**src/rtl/mem_access_unit.sv**
```systemverilog
`default_nettype none
// +--------------------------------------------------------------------------+
// | mem_access_unit: MEM-stage load/store unit on a split addr/data bus       |
// | Rev 1.0                                                                  |
// +--------------------------------------------------------------------------+
module mem_access_unit #(
  parameter int DATA_W = 32,
  parameter int ADDR_W = 32
) (
  input  logic                clk,
  input  logic                rst,
  input  logic                in_valid,
  output logic                in_ready,
  input  logic [ADDR_W-1:0]   address,
  input  logic [DATA_W-1:0]   ex_result,
  input  logic [DATA_W-1:0]   rt_value,
  input  logic [1:0]          mem_type,
  input  logic [1:0]          mem_size,
  input  logic                mem_signed,
  input  logic                flush,
  output logic                req,
  output logic                wr,
  output logic [1:0]          size,
  output logic [ADDR_W-1:0]   addr,
  output logic [DATA_W/8-1:0] wstrb,
  output logic [DATA_W-1:0]   wdata,
  input  logic                addr_ok,
  input  logic                data_ok,
  input  logic [DATA_W-1:0]   rdata,
  output logic                out_valid,
  output logic [DATA_W-1:0]   result,
  output logic                address_error
);

  localparam int B     = DATA_W / 8;
  localparam int OFF_W = $clog2(B);

  typedef enum logic [1:0] {
    IDLE = 2'd0,
    ADDR = 2'd1,
    DATA = 2'd2
  } state_t;

  state_t state, next_state;

  logic              err;
  logic              is_store;
  logic              is_access;
  logic              accept;
  logic              complete;
  logic              report;
  logic              cancel_set;
  logic              cancel;
  logic              lat_load;
  logic              lat_sgn;
  logic [OFF_W-1:0]  lat_off;
  logic [DATA_W-1:0] lat_ex;
  logic [B-1:0]      strobe;
  logic [DATA_W-1:0] shifted;
  logic [DATA_W-1:0] load_val;
  logic              sign;
  int                nbytes;
  int                lo;
  int                nbits;
  int                sign_idx;

  assign in_ready  = (state == IDLE);
  assign req       = (state == ADDR);
  assign is_store  = (mem_type == 2'd2);
  assign is_access = ((mem_type == 2'd1) || is_store) && !err;
  assign accept    = in_valid && in_ready && !flush;

  always_comb begin
    err = 1'b0;
    case (mem_size)
      2'd1:    err = address[0];
      2'd2:    err = |address[1:0];
      2'd3:    err = (|address[2:0]) || (DATA_W == 32);
      default: err = 1'b0;
    endcase
  end

  always_comb begin
    strobe = '0;
    nbytes = 1 << mem_size;
    lo     = int'(address[OFF_W-1:0]);
    for (int i = 0; i < B; i++) begin
      strobe[i] = (i >= lo) && (i < lo + nbytes);
    end
  end

  // Lane-shift the read word down, then extend from the access width.
  always_comb begin
    shifted  = rdata >> {lat_off, 3'b000};
    nbits    = 8 << size;
    sign_idx = (nbits > DATA_W) ? DATA_W - 1 : nbits - 1;
    sign     = 1'b0;
    load_val = '0;
    for (int i = 0; i < DATA_W; i++) begin
      if (i == sign_idx) sign = lat_sgn & shifted[i];
    end
    for (int i = 0; i < DATA_W; i++) begin
      load_val[i] = (i < nbits) ? shifted[i] : sign;
    end
  end

  always_ff @(posedge clk or posedge rst) begin
    if (rst) state <= IDLE;
    else     state <= next_state;
  end

  always_comb begin
    next_state = state;
    complete   = 1'b0;
    report     = 1'b0;
    cancel_set = 1'b0;
    case (state)
      IDLE: if (accept && is_access) next_state = ADDR;
      ADDR: begin
        if (addr_ok) begin
          if (data_ok) begin
            next_state = IDLE;
            complete   = 1'b1;
            report     = !flush;
          end else begin
            next_state = DATA;
            cancel_set = flush;
          end
        end else if (flush) begin
          next_state = IDLE;
        end
      end
      DATA: begin
        if (data_ok) begin
          next_state = IDLE;
          complete   = 1'b1;
          report     = !(cancel || flush);
        end else begin
          cancel_set = flush;
        end
      end
      default: next_state = IDLE;
    endcase
  end

  always_ff @(posedge clk or posedge rst) begin
    if (rst) begin
      wr            <= 1'b0;
      size          <= '0;
      addr          <= '0;
      wstrb         <= '0;
      wdata         <= '0;
      out_valid     <= 1'b0;
      result        <= '0;
      address_error <= 1'b0;
      cancel        <= 1'b0;
      lat_load      <= 1'b0;
      lat_sgn       <= 1'b0;
      lat_off       <= '0;
      lat_ex        <= '0;
    end else begin
      out_valid <= 1'b0;
      if (accept) begin
        size     <= mem_size;
        addr     <= address;
        lat_off  <= address[OFF_W-1:0];
        lat_sgn  <= mem_signed;
        lat_ex   <= ex_result;
        lat_load <= (mem_type == 2'd1);
        wr       <= is_store && !err;
        wstrb    <= (is_store && !err) ? strobe : '0;
        wdata    <= rt_value << {address[OFF_W-1:0], 3'b000};
        cancel   <= 1'b0;
        // Noops and faulting accesses never touch the bus.
        if (!is_access) begin
          out_valid     <= 1'b1;
          result        <= ex_result;
          address_error <= err;
        end
      end
      if (cancel_set) cancel <= 1'b1;
      if (complete && report) begin
        out_valid     <= 1'b1;
        result        <= lat_load ? load_val : lat_ex;
        address_error <= 1'b0;
      end
    end
  end

endmodule
`default_nettype wire
```
**config.mk**
```make
export PLATFORM = sky130hd
export DESIGN_NAME = mem_access_unit
export DESIGN_NICKNAME = d
export VERILOG_FILES = /design/src/rtl/mem_access_unit.sv
export SDC_FILE = /design/constraint.sdc
export NUM_CORES = 1
export LEC_CHECK = 0
export CORE_ASPECT_RATIO = 1.25
export CORE_MARGIN = 2
export CORE_UTILIZATION = 45
export DETAILED_ROUTE_END_ITERATION = 8
export PLACE_DENSITY_LB_ADDON = 0.1
export RECOVER_POWER = 100
export SLEW_MARGIN = 10
export SYNTH_ARGS = -nofsm -noshare
export SYNTH_HDL_FRONTEND = slang
export SYNTH_SLANG_ARGS = --single-unit
```
**constraint.sdc**
```tcl
create_clock -name clk -period 6.9 [get_ports clk]
set_input_delay 1.38 -clock clk [delete_from_list [all_inputs] [get_ports clk]]
set_output_delay 1.38 -clock clk [all_outputs]
set_load 0.01 [all_outputs]
```
==> report_table.html <==
<table>
<tr><th>Metric</th><th>Value</th></tr>
<tr><th colspan="2">STA</th></tr>
<tr><td>Final Hold Slack</td><td>471 ps</td></tr>
<tr><td>Number of failing hold endpoints at the final stage</td><td>0</td></tr>
<tr><td>RSZ-0062 raised after global routing</td><td>no</td></tr>
<tr><td>Transition time at the pin with the least slew margin</td><td>2640 ps</td></tr>
<tr><td>Highest clock frequency the design can meet</td><td>214 MHz</td></tr>
<tr><td>Time the worst path needs with I/O delays and setup</td><td>4670 ps</td></tr>
<tr><td>Max_slew headroom</td><td>-75.8%</td></tr>
<tr><td>Final setup fails</td><td>0</td></tr>
<tr><td>Worst clock skew</td><td>4.10 ps</td></tr>
<tr><td>Fraction of the cycle the final worst path needs</td><td>67.7%</td></tr>
<tr><td>Number of pins with negative max-slew slack in the final report</td><td>162</td></tr>
<tr><td>Final critical-path setup slack</td><td>2230 ps</td></tr>
<tr><td>Setup TNS after final layout</td><td>0 ps</td></tr>
<tr><th colspan="2">Layout</th></tr>
<tr><td>Final Core Density</td><td>64.8%</td></tr>
<tr><td>Fraction of final layout cells sized beyond drive strength 1</td><td>13.9%</td></tr>
<tr><td>Layout overhead on the synthesized area</td><td>42.0%</td></tr>
<tr><td>Post-route non-filler standard cell count</td><td>1145</td></tr>
<tr><td>Leading cell types in the layout, fill and taps excluded</td><td>142 x dfrtp_1, 136 x clkdlybuf4s50_1, 108 x dlygate4sd3_1</td></tr>
<tr><td>NumNets Final</td><td>1064</td></tr>
<tr><td>Diode insertion count for antenna repair</td><td>0</td></tr>
<tr><td>Most common cell after layout, fill and taps aside</td><td>dfrtp_1</td></tr>
<tr><td>Final design instance area without fill</td><td>10400 um^2</td></tr>
<tr><th colspan="2">Clock tree</th></tr>
<tr><td>Clock tree from TritonCTS</td><td>yes</td></tr>
<tr><td>Post-CTS setup buffers</td><td>0</td></tr>
<tr><td>Buffer depth of the longest clock path</td><td>2</td></tr>
<tr><td>Number of gates resized after CTS</td><td>0</td></tr>
<tr><td>Clock sinks</td><td>142</td></tr>
<tr><td>Post-CTS Hold Fix Bufs</td><td>0</td></tr>
<tr><td>Cell chosen for the clock root</td><td>clkbuf_16</td></tr>
<tr><td>Number of H-tree branching levels</td><td>4</td></tr>
<tr><td>Total clock buffers created by CTS</td><td>17</td></tr>
<tr><td>Latest clock arrival within the worst-skew pair</td><td>420 ps</td></tr>
<tr><td>Clock transition at the registers of the reported paths</td><td>60 ps</td></tr>
<tr><th colspan="2">Pwr</th></tr>
<tr><td>Leakage power</td><td>4.46 nW</td></tr>
<tr><td>Total power divided by cell area</td><td>400 nW/um^2</td></tr>
<tr><td>Total power after layout</td><td>4.16 mW</td></tr>
<tr><td>Peak supply drop</td><td>0.198 mV</td></tr>
<tr><th colspan="2">Floorplan</th></tr>
<tr><td>Initial cell density of the core</td><td>45.6%</td></tr>
<tr><td>Floorplan core area</td><td>16100 um^2</td></tr>
<tr><td>Chip Height</td><td>147 um</td></tr>
<tr><td>Die W</td><td>118 um</td></tr>
<tr><td>Io pins</td><td>246</td></tr>
<tr><td>Std cell rows</td><td>52</td></tr>
<tr><td>Full die area</td><td>17300 um^2</td></tr>
<tr><th colspan="2">Global route</th></tr>
<tr><td>First-pass GRT wire length</td><td>34700 um</td></tr>
<tr><td>Global router's overall resource usage</td><td>25.3%</td></tr>
<tr><td>Vias in the first global route</td><td>6476</td></tr>
<tr><td>Initial antenna violation count</td><td>0</td></tr>
<tr><td>Total gr overflow</td><td>0</td></tr>
<tr><td>Maximum number of pins on one net before global-route repair</td><td>97</td></tr>
<tr><th colspan="2">Job</th></tr>
<tr><td>Maxcap violations</td><td>3</td></tr>
<tr><th colspan="2">Synth</th></tr>
<tr><td>Total standard cell area after synthesis</td><td>7330 um^2</td></tr>
<tr><td>Nets in the synthesized netlist</td><td>842</td></tr>
<tr><td>Asr flop ratio synth</td><td>100%</td></tr>
<tr><td>Largest area contributor in the synthesized netlist</td><td>dfrtp_1</td></tr>
<tr><td>Post-synth EDFFs</td><td>0</td></tr>
<tr><td>Count of distinct cell types in the synthesized netlist</td><td>53</td></tr>
<tr><td>Post-synth top area share</td><td>48.5%</td></tr>
<tr><td>Portion of the post-synthesis area used by sequential elements</td><td>48.5%</td></tr>
<tr><td>Register bit total from synthesis</td><td>142</td></tr>
<tr><td>Synth Area per Inst</td><td>10.5 um^2</td></tr>
<tr><td>Ranking of synthesized cells by area</td><td>dfrtp_1 48%, mux2_2 12%, mux2i_1 6.0%</td></tr>
<tr><td>Total of warnings raised by yosys</td><td>0</td></tr>
<tr><td>Number of standard cells after synthesis</td><td>695</td></tr>
<tr><td>Primary FF master, synth</td><td>dfrtp_1</td></tr>
<tr><th colspan="2">Hold path</th></tr>
<tr><td>Kind of path behind the tightest hold check</td><td>flop to flop</td></tr>
<tr><th colspan="2">Critical path</th></tr>
<tr><td>CP Launch Type</td><td>input port</td></tr>
<tr><td>Critical Setup Path Class</td><td>input port to asynchronous set/reset pin</td></tr>
<tr><td>Arrival @ worst endpoint</td><td>4630 ps</td></tr>
<tr><td>CP Max Fanout</td><td>96</td></tr>
<tr><td>CP endpoint kind</td><td>asynchronous set/reset pin</td></tr>
<tr><td>Required time reported for the critical path endpoint</td><td>6860 ps</td></tr>
<tr><th colspan="2">Drt</th></tr>
<tr><td>Average wire per cell in the routed design</td><td>18.7 um</td></tr>
<tr><td>Remaining DRCs</td><td>0</td></tr>
<tr><td>Avg Vias per Cell</td><td>5.38</td></tr>
<tr><td>DRC violation total after the first TritonRoute iteration</td><td>420</td></tr>
<tr><td>Number of routed nets with antenna violations</td><td>0</td></tr>
<tr><td>1st-pass router iterations</td><td>4</td></tr>
<tr><td>Detailed-route wire length</td><td>21400 um</td></tr>
<tr><td>Via Count</td><td>6159</td></tr>
<tr><th colspan="2">Placed design</th></tr>
<tr><td>Worst slack at placement</td><td>2570 ps</td></tr>
<tr><td>Placed wire-length estimate after detailed placement</td><td>15300 um</td></tr>
<tr><td>Number of placed instances, taps included</td><td>1114</td></tr>
<tr><td>Routability congestion estimate from global placement</td><td>0.857</td></tr>
<tr><td>Instance area after placement</td><td>9860 um^2</td></tr>
<tr><td>Number of port buffers</td><td>245</td></tr>
<tr><th colspan="2">Run status</th></tr>
<tr><td>Failing checks</td><td>max-capacitance violations, max-slew violations</td></tr>
<tr><td>Status</td><td>finished with violations</td></tr>
</table>
[critical path, stage by stage]
cell and delay, ps:
dlygate4sd3_1 590, inv_6 640, clkbuf_1 1930
[power by group]
| group | switching, mW | internal [mW] | total [mW] |
|---|---|---|---|
| registers | 0.223 | 1.22 | 1.44 |
| clock network | 0.348 | 0.641 | 0.989 |
| logic | 0.839 | 0.894 | 1.73 |
[layer usage]
layer | wire length (um) | GRT usage, % | vias up
li1 | - | - | 2941
met3 | 1710 | 7.22 | 26
met1 | 8250 | 30.0 | 2969
met2 | 11100 | 43.8 | 223
met4 | 384 | 9.10 | 0
met5 | 0 | 0 | -
[flip-flops by register name, summed over array words and instances (netlist names)]
name,count
cancel,1
wdata,32
wstrb,4
out_valid,1
result,32
wr,1
lat_sgn,1
size,2
addr,32
lat_load,1
state,2
lat_ex,32
address_error,1
[worst paths after layout]
path	start	to	slack, ps	depth (start not counted)
min reg2reg	wdata[20]	wdata[20]	470	2
max in group clk	flush	result[23]	2430	7
max	rst	wdata[24]	2230	3
max reg2reg	state[0]	result[23]	3290	8
min	wdata[20]	wdata[20]	470	2
min in group asynchronous	rst	addr[22]	1640	2
[cells in the mapped netlist (all sizes together), types with 5 or more instances]
library cell and n:
a22oi 7, dfrtp 142, inv 14, clkbuf 15
buf 34, and3 15, mux2 76, o31ai 10
nand3 5, nor2b 18, a211oi 10, a31oi 9
nor2 51, a311oi 9, nor3 22, o21ai 24
o22ai 19, nand2 89, mux2i 44, ha 7
a21oi 40
[logic make-up after synthesis]
family	after synthesis	synth area share, %
DFF	142	48.5
muxes	121	18.0
adders and majority gates	8	1.47
buffers and inverters	64	4.15
AOI/OAI and AO/OA	147	13.2
and+or+nand+nor	213	14.7
[cell type report]
cell class | instances | area (um^2)
fill | 1334 | 5660
clock inverter | 10 | 159
multi-input combinational | 489 | 3390
clock buffer | 21 | 480
tap | 216 | 270
inverter | 15 | 61.3
sequential | 142 | 3550
timing repair buffer | 252 | 2490
Power figures use the tool's default switching activity.
